--- src/rtl/be_sync_ram.sv ---
// ---------------------------------------------------------------------------
// be_sync_ram
//   Single-clock RAM with one byte-enable style write port and one
//   synchronous read port. The read latency (1 or 2 cycles) and the
//   same-address read-during-write result (old word or lane-merged new word)
//   are parameters. An optional hardware clear writes zero to every word
//   after reset, before any request is accepted.
//
// Ports
//   clk            clock, rising edge
//   rst_n          asynchronous active-low reset
//   wr_valid       write request
//   wr_ready       write accepted when wr_valid && wr_ready
//   wr_addr        write address
//   wr_be          lane enables, bit i covers wr_data[i*LANE_WIDTH +: LANE_WIDTH]
//   wr_data        write data
//   rd_valid       read request
//   rd_ready       read accepted when rd_valid && rd_ready
//   rd_addr        read address
//   rd_data        read data, holds its last value while rd_data_valid is low
//   rd_data_valid  rd_data carries the result of an accepted read this cycle
//   clear_busy     hardware clear sweep in progress
//
// Handshake: a request transfers on a rising edge where its valid and ready
// are both high. Ready does not depend on valid. Both readies are low for the
// whole clear sweep and high every cycle afterwards; a request presented
// while ready is low is ignored, not queued. There is no backpressure on the
// read result: rd_data_valid is a one-cycle strobe per accepted read.
// ---------------------------------------------------------------------------
module be_sync_ram #(
   parameter int DATA_WIDTH     = 32,
   parameter int LANE_WIDTH     = 8,
   parameter int DEPTH          = 16,
   parameter int ADDR_WIDTH     = $clog2(DEPTH),
   parameter int RD_LATENCY     = 1,
   parameter int WRITE_FIRST    = 0,
   parameter int CLEAR_ON_RESET = 1,
   parameter int NUM_LANES      = DATA_WIDTH / LANE_WIDTH
) (
   input  logic                  clk,
   input  logic                  rst_n,
   input  logic                  wr_valid,
   output logic                  wr_ready,
   input  logic [ADDR_WIDTH-1:0] wr_addr,
   input  logic [NUM_LANES-1:0]  wr_be,
   input  logic [DATA_WIDTH-1:0] wr_data,
   input  logic                  rd_valid,
   output logic                  rd_ready,
   input  logic [ADDR_WIDTH-1:0] rd_addr,
   output logic [DATA_WIDTH-1:0] rd_data,
   output logic                  rd_data_valid,
   output logic                  clear_busy
);

   // ------------------------------------------------------------------------
   // Control FSM: CLEAR sweeps the array, READY serves requests.
   // ------------------------------------------------------------------------
   typedef enum logic [0:0] {
      ST_CLEAR = 1'b0,
      ST_READY = 1'b1
   } state_t;

   localparam state_t RESET_STATE = (CLEAR_ON_RESET != 0) ? ST_CLEAR : ST_READY;

   // One extra bit so that DEPTH itself is representable when DEPTH is a
   // power of two (otherwise the range compare would wrap to zero).
   localparam logic [ADDR_WIDTH:0]   DEPTH_EXT = (ADDR_WIDTH + 1)'(DEPTH);
   localparam logic [ADDR_WIDTH-1:0] LAST_ADDR = ADDR_WIDTH'(DEPTH - 1);

   state_t                state;
   state_t                state_nxt;
   logic [ADDR_WIDTH-1:0] clr_addr;
   logic [ADDR_WIDTH-1:0] clr_addr_nxt;
   logic                  ready;

   always_ff @(posedge clk or negedge rst_n) begin
      if (!rst_n) begin
         state    <= RESET_STATE;
         clr_addr <= '0;
      end else begin
         state    <= state_nxt;
         clr_addr <= clr_addr_nxt;
      end
   end

   always_comb begin
      state_nxt    = state;
      clr_addr_nxt = clr_addr;
      ready        = 1'b0;
      clear_busy   = 1'b0;
      case (state)
         ST_CLEAR: begin
            clear_busy   = 1'b1;
            clr_addr_nxt = clr_addr + 1'b1;
            // The last word is zeroed on this edge; leave on the same edge
            // so the sweep takes exactly DEPTH cycles.
            if (clr_addr == LAST_ADDR) begin
               state_nxt    = ST_READY;
               clr_addr_nxt = '0;
            end
         end
         ST_READY: begin
            ready = 1'b1;
         end
      endcase
   end

   assign wr_ready = ready;
   assign rd_ready = ready;

   // ------------------------------------------------------------------------
   // Request decode
   // ------------------------------------------------------------------------
   logic wr_acc;
   logic rd_acc;
   logic wr_in_range;
   logic rd_in_range;

   assign wr_acc      = wr_valid && ready;
   assign rd_acc      = rd_valid && ready;
   assign wr_in_range = ({1'b0, wr_addr} < DEPTH_EXT);
   assign rd_in_range = ({1'b0, rd_addr} < DEPTH_EXT);

   // ------------------------------------------------------------------------
   // Single write port shared between the clear sweep and user writes. The
   // two never compete: user writes are only accepted in READY.
   // ------------------------------------------------------------------------
   logic                  mem_we;
   logic [ADDR_WIDTH-1:0] mem_waddr;
   logic [NUM_LANES-1:0]  mem_be;
   logic [DATA_WIDTH-1:0] mem_wdata;

   always_comb begin
      mem_we    = 1'b0;
      mem_waddr = '0;
      mem_be    = '0;
      mem_wdata = '0;
      if (state == ST_CLEAR) begin
         mem_we    = 1'b1;
         mem_waddr = clr_addr;
         mem_be    = '1;
         mem_wdata = '0;
      end else if (wr_acc && wr_in_range) begin
         mem_we    = 1'b1;
         mem_waddr = wr_addr;
         mem_be    = wr_be;
         mem_wdata = wr_data;
      end
   end

   // ------------------------------------------------------------------------
   // Storage array: one write port with lane enables, one registered read
   // port. The read register samples the array before this edge's write,
   // so it always holds the pre-write word on a same-address collision.
   // No reset here, so the array and its read register map onto a RAM macro.
   // ------------------------------------------------------------------------
   logic [DATA_WIDTH-1:0] mem [DEPTH];
   logic [DATA_WIDTH-1:0] mem_rd;
   logic [ADDR_WIDTH-1:0] rd_idx;

   // Out-of-range reads still need a legal array index; their result is
   // forced to zero further down.
   assign rd_idx = rd_in_range ? rd_addr : '0;

   always_ff @(posedge clk) begin
      if (mem_we) begin
         for (int i = 0; i < NUM_LANES; i++) begin
            if (mem_be[i]) begin
               mem[mem_waddr][i*LANE_WIDTH +: LANE_WIDTH] <=
                  mem_wdata[i*LANE_WIDTH +: LANE_WIDTH];
            end
         end
      end
      if (rd_acc) begin
         mem_rd <= mem[rd_idx];
      end
   end

   // ------------------------------------------------------------------------
   // Read stage 1: side information travelling alongside the array read.
   // For write-first collisions the write lanes are captured here and merged
   // over the old word as it leaves the array.
   // ------------------------------------------------------------------------
   logic                  s1_valid;
   logic                  s1_oor;
   logic                  s1_byp;
   logic [NUM_LANES-1:0]  s1_be;
   logic [DATA_WIDTH-1:0] s1_wdata;
   logic                  collide;

   assign collide = (WRITE_FIRST != 0) && wr_acc && wr_in_range &&
                    (wr_addr == rd_addr);

   always_ff @(posedge clk or negedge rst_n) begin
      if (!rst_n) begin
         s1_valid <= 1'b0;
         s1_oor   <= 1'b0;
         s1_byp   <= 1'b0;
         s1_be    <= '0;
         s1_wdata <= '0;
      end else begin
         s1_valid <= rd_acc;
         if (rd_acc) begin
            s1_oor   <= !rd_in_range;
            s1_byp   <= collide;
            s1_be    <= wr_be;
            s1_wdata <= wr_data;
         end
      end
   end

   logic [DATA_WIDTH-1:0] s1_word;

   always_comb begin
      s1_word = mem_rd;
      if (s1_byp) begin
         for (int i = 0; i < NUM_LANES; i++) begin
            if (s1_be[i]) begin
               s1_word[i*LANE_WIDTH +: LANE_WIDTH] = s1_wdata[i*LANE_WIDTH +: LANE_WIDTH];
            end
         end
      end
      if (s1_oor) begin
         s1_word = '0;
      end
   end

   // ------------------------------------------------------------------------
   // Output. out_q holds the most recent result. With latency 2 it is the
   // extra output register; with latency 1 the stage-1 word is passed
   // straight through while valid and out_q supplies the held value after.
   // ------------------------------------------------------------------------
   logic                  s2_valid;
   logic [DATA_WIDTH-1:0] out_q;

   always_ff @(posedge clk or negedge rst_n) begin
      if (!rst_n) begin
         s2_valid <= 1'b0;
         out_q    <= '0;
      end else begin
         s2_valid <= s1_valid;
         if (s1_valid) begin
            out_q <= s1_word;
         end
      end
   end

   assign rd_data       = (RD_LATENCY == 2) ? out_q    : (s1_valid ? s1_word : out_q);
   assign rd_data_valid = (RD_LATENCY == 2) ? s2_valid : s1_valid;

endmodule

--- config.mk ---
export PLATFORM = sky130hd
export DESIGN_NAME = be_sync_ram
export DESIGN_NICKNAME = d
export VERILOG_FILES = /design/src/rtl/be_sync_ram.sv
export SDC_FILE = /design/constraint.sdc
export NUM_CORES = 1
export LEC_CHECK = 0
export BUFFER_PORTS_ARGS = -buffer_cell sky130_fd_sc_hd__buf_2
export CAP_MARGIN = 20
export CORE_MARGIN = 2
export CORE_UTILIZATION = 40
export CTS_BUF_LIST = sky130_fd_sc_hd__clkbuf_2 sky130_fd_sc_hd__clkbuf_4 sky130_fd_sc_hd__clkbuf_8
export CTS_CLUSTER_SIZE = 30
export DETAILED_ROUTE_END_ITERATION = 10
export GPL_ROUTABILITY_DRIVEN = 0
export SYNTH_ARGS = -nofsm -noshare
export SYNTH_HDL_FRONTEND = slang
export SYNTH_SLANG_ARGS = --single-unit
--- constraint.sdc ---
create_clock -name clk -period 2.1 [get_ports clk]
set_input_delay 0.42 -clock clk [delete_from_list [all_inputs] [get_ports clk]]
set_output_delay 0.42 -clock clk [all_outputs]
set_load 0.01 [all_outputs]
# Yosys cells after proc, flatten, opt, wreduce, memory -nomap -nowiden
# Memories as Yosys holds them, arrays and structs flattened. A register that Yosys moved wholly into a read port is not among the register bits.
# Cells that the tools add are included.
[op_classes]
n_addsub = 1
eq_ne = 1
mux = 26
n_reduce_logical = 2
[ops]
columns = ["cell", "n"]
rows = [
  ["$mux 32", 3],
  ["$mux 4", 5],
  ["$mux 1", 18],
  ["$add 4x1->4 const B", 1],
  ["$eq 4x4->1 const B", 1],
  ["$logic_and 1x1->1", 2],
]
[totals]
reg_bits = 38
mem_bits_rw = 512
input_bits = 48
out_inout_bits = 36
memories = 1
[mem_list]
columns = ["memory", "words", "word_bits", "rd", "rd_ports_with_merged_regs", "write_ports", "line_no", "source"]
rows = [
  ["mem", 16, 32, 1, 1, 1, "157", "logic [DATA_WIDTH-1:0] mem [DEPTH];"],
]

# Depth between registers and ports, before layout
[depth]
depth_word = 7
depth_mapped = 5

# Worst setup path before layout
# No wires, ideal clock.
[synth_path]
path_type = "register -> register"
start = "register state"
end = "memory mem[7][0], enable pin"
arrival_time_ns = 1.935
path_slack_ns = -0.218
path_stages_with_launch = 5
period_less_slack_ns = 2.318
cell_sequence = "dfrtp_1 clkinv_1 o32a_1 buf_2 nor3_1"
[synth_between]
elab_chain_len = 7
elab_cells_between_ends = 11
classes_between = "mux (10); reduce/logical (1)"
[synth_lines]
columns = ["item", "line_no", "source"]
rows = [
  ["from (decl)", "70", "state_t state;"],
  ["from (signal assigned)", "81", "state <= state_nxt;"],
  ["$mux 1", "91", "case (state)"],
  ["$logic_and 1x1->1", "119", "assign wr_acc = wr_valid && ready;"],
  ["$mux 4", "143", "end else if (wr_acc && wr_in_range) begin"],
  ["$mux 4", "138", "if (state == ST_CLEAR) begin"],
  ["$mux 1", "168", "if (mem_be[i]) begin"],
  ["$mux 1", "166", "if (mem_we) begin"],
  ["$mux 1 (implied by the code)", "169", "mem[mem_waddr][i*LANE_WIDTH +: LANE_WIDTH] <="],
  ["to (decl)", "157", ""],
]
# Several ways; a longest one is shown, not always the timed one.

# Worst setup path in the final report
[layout_path]
start = "register s1_valid (netlist: rd_data_valid)"
end = "output port rd_data[3]"
[layout_between]
elab_chain_len = 1
[layout_lines]
columns = ["item", "line_no", "source"]
rows = [
  ["from (decl)", "184", "logic s1_valid;"],
  ["from (signal assigned)", "202", "s1_valid <= rd_acc;"],
  ["$mux 32", "248", "assign rd_data = (RD_LATENCY == 2) ? out_q : (s1_valid ? s1_word : out_q);"],
  ["to (decl)", "50", "output logic [DATA_WIDTH-1:0] rd_data,"],
]
# No other way between the ends.

==> run summary <==
Relative to the synthesized area, the layout overhead comes to 21.1%. The clock arrives with 0.0293 ns of skew. Global routing used 17.1% of the available tracks across all layers.

The tools report the detailed-router iteration count before antenna repair as 5. The starting utilization of the core area was 40.4%. The flow ran to the end, but the final reports show violations. STA classifies the critical path startpoint as a flop. After detailed routing, the number of vias per cell comes to 5.21. The deepest clock path buffer count is 3, and the cell count of the worst hold path is 3. IR analysis of the VDD net gives a maximum drop of 0.000468 V. The H-tree was split into 3 levels.

Of all flip-flops after synthesis, the portion carrying an async set or reset was 6.53%. In this run the most critical hold path is launched from wr_data[25]. The register area was 0.0173 mm2.

Counting the fill cells in the layout gives 4480. After floorplanning, the core was sized to cover 0.0550 mm2. The overflow left after global routing is 0, and the fmax is 0.444 GHz. The tools report the number of setup violations in the final report as 32. The routed via count was 11000; the sum of net half-perimeters after detailed placement was 31300 um. The tools report the largest net degree at the start of global routing as 42.

TritonCTS built the clock tree. Total of flip-flops plus latches after synthesis: 582. The worst-path cell with the longest stage delay is dfrtp_2. Count of routing violations after the opening detailed-route iteration: 849. Summing all placed instances gives a cell area of 0.0248 mm2. The share of the Yosys chip area taken by registers is 77.7%. The count of buffers from port buffering came out at 83.

Counting cells, the worst reg-to-reg path comes to 6. Subtracting the final worst setup slack from the clock period gives 2.25 ns. The average instance in the mapped netlist occupies 21.3 um2.

Summed over all failing endpoints, the final setup total negative slack is -3.13 ns. The count of final hold-check violations came out at 0. The initialized floorplan defines 86 standard-cell rows.

Synthesis instantiated 30 different standard cells from the library. In this run the remaining antenna-violating nets after routing total 0. The net count of the mapped netlist came out at 1095. The fraction of layout instances using a drive strength above 1 is 42.3%.

Clock tree synthesis found a total of 582 sinks. For the number of global-route vias before repair, the log shows 11700. Final net count: 1345. Required arrival time at the worst endpoint: 1.68 ns. The multi-input gate area in the final layout is 0.00495 mm2.

The synthesized design contains 544 enable-type register cells. The most used flip-flop cell after synthesis is edfxtp_1. For this run, the number of Yosys warnings is 0. The signal on the critical path passes through buf_12, mux2_2, buf_2.

The ratio of total power to cell area is 879 mW/mm2. Die span in y: 240 um. At the pin with the least slew margin, the transition time is 1.07 ns. STA puts the critical path data arrival time at 1.83 ns. For the total I/O pin count, the log shows 84.

The first global-routing pass estimated 72300 um of wire. The path with the worst hold slack has its endpoint at mem[3][25]$_DFFE_PP_. For the clock buffer count from CTS, the log shows 93. The clock tree root driver cell was clkbuf_8. For the smallest setup slack after layout, the log shows -0.151 ns. The total detailed-routing wirelength is 47700 um. The synthesized netlist occupies a cell area of 0.0222 mm2. After detailed placement, the design holds a cell count of 1947.

The number of pins with negative max-slew slack in the final report is 0, and the number of antenna violations at the first check in global routing is 4. The repair_antennas step left the layout with diodes totalling 0. In this run the critical register-to-register path is captured at mem[5][15]$_DFFE_PP_.

After detailed routing, the number of remaining DRC violations is 0. Headroom to the max-slew limit came out at 28.6%. Setup repair after global routing could not meet its margin everywhere. Clock-pin slew was measured on the worst setup and hold paths at 0.06 ns. The startpoint of the worst-slack reg-to-reg timing path was state$_DFF_PN0_. The sort of element at the end of the critical path is an output port. The maximum net fanout on the critical path is 17, and the number of maximum-capacitance constraint violations is 0. The number of standard cells after synthesis is 1046. In this run the static leakage power is 9.92 nW.

The average detailed-routed wire length per instance is 22.5 um, and the number of non-filler instances in the completed layout is 2114. The die covers 0.0575 mm2. The largest single stage delay on the critical path is 0.43 ns. The critical path class is flop to output port. The tightest min-delay check is of the primary input to flop type. The finished cells cover 0.0269 mm2. Once layout is complete, the utilization of the core stands at 49.0%. The worst path uses 107% of the clock period. The slack of the worst reg-to-reg path is 0.08 ns. The clock reaches the later pin of the worst-skew pair after 0.66 ns.

The checks that failed: negative setup slack. The floorplan step set the die width to 240 um.
==> cells by family (layout without fill, tap and decap cells) <==
kind of cell	Yosys count	in the layout	share of synthesized area, %
AO/OA/AOI/OAI	82	82	2.63
XOR/XNOR	1	1	0.0394
adder cells (fa/ha/maj)	1	1	0.0563
buffers and inverters	71	391	1.50
flip-flops	582	582	77.7
multiplexers	161	161	14.6
AND/OR/NAND/NOR	148	148	3.40
==> layer usage <==
layer | wire length (um) | vias up | share of wire (%) | global-route usage, %
met2 | 23300 | 276 | 49 | 27.6
met1 | 21100 | 5776 | 44 | 23.4
met3 | 2400 | 67 | 5.0 | 3.63
met5 | 11 | - | 0.023 | 0
li1 | - | 4901 | - | -
met4 | 807 | 2 | 1.7 | 5.40
==> state kept, by name (all words and copies together), names as in the netlist <==
register,flops
clr_addr,4
mem,512
mem_rd,32
out_q,32
rd_data_valid,1
state,1
==> synth_stat cells (10+ instances only) <==
| library cell | instances | area (um2) |
|---|---|---|
| mux4_2 | 128 | 2880 |
| buf_2 | 23 | 115 |
| clkbuf_1 | 24 | 90.1 |
| nand2_1 | 37 | 139 |
| buf_1 | 12 | 45.0 |
| edfxtp_1 | 544 | 16300 |
| dfrtp_1 | 38 | 951 |
| a22oi_1 | 65 | 488 |
| buf_4 | 10 | 75.1 |
| and3_1 | 32 | 200 |
| mux2_2 | 33 | 372 |
| nor3_1 | 65 | 325 |
==> report_power, final <==
part           switching, mW  internal (mW)
clock                   4.18           5.20
combinational          0.792          0.624
sequential            0.0325           12.8
==> how the worst max path moves through the flow <==
stage	cells after the start	slack [ns]	endpoint	from
final	3	-0.15	rd_data[3]	rd_data_valid$_DFF_PN0_
after global routing	3	-0.21	rd_data[3]	rd_data_valid$_DFF_PN0_
after CTS	3	-0.21	rd_data[4]	rd_data_valid$_DFF_PN0_
after detailed placement	5	-0.19	mem[10][12]$_DFFE_PP_	state$_DFF_PN0_
after global placement	5	-0.16	mem[10][12]$_DFFE_PP_	state$_DFF_PN0_
after floorplan	4	-0.22	mem[7][0]$_DFFE_PP_	state$_DFF_PN0_
==> final cells by class <==
class / count / share of cell area [%]
Tap cell: 748 / 3.48
Clock buffer: 140 / 6.23
Sequential cell: 582 / 64.2
Timing Repair Buffer: 224 / 7.10
Clock inverter: 25 / 0.548
Multi-Input combinational cell: 393 / 18.4
Inverter: 2 / 0.0418
==> metrics by stage <==
stage               power, mW  hold WS (ns)  setup slack [ns]
floorplan                13.8         0.124            -0.218
global placement         14.4         0.478            -0.164
detailed placement       14.4         0.478            -0.188
CTS                      24.0         0.274            -0.211
global route             24.6         0.324            -0.214
finish                   23.7         0.332            -0.151
==> placed cells by master (no fill, tap or decap), drive strengths merged <==
cell	n
nand3	1
dfrtp	38
nand4	1
nand2b	1
a22oi	65
o32a	1
a31oi	2
and4	1
clkinv	19
inv	2
a21oi	8
nor2b	2
clkbuf	141
clkinvlp	5
bufinv	1
mux2	33
edfxtp	544
o21a	1
buf	222
and3	32
nor3	65
ha	1
o21ai	4
xnor2	1
mux4	128
nor2	3
dlygate4sd3	1
and2	2
and4b	3
o31ai	1
nand2	37
==> worst max-delay path, delay by kind of cell, from the launching register on <==
family	cells	cell delay, ns
buf+inv	2	0.36
flops	1	0.43
mux	1	0.38
==> repair_timing <==
| item | in CTS | in global routing |
|---|---|---|
| hold buffers | 1 | 0 |
| cloned | 0 | 0 |
| pin swaps | 1 | 0 |
| setup buffers | 0 | 1 |
| resized for setup | 47 | 12 |
| setup endpoints to repair | 88 | 192 |
| endpoints found under the hold margin | 20 | 0 |
Power figures use the tool's default switching activity.
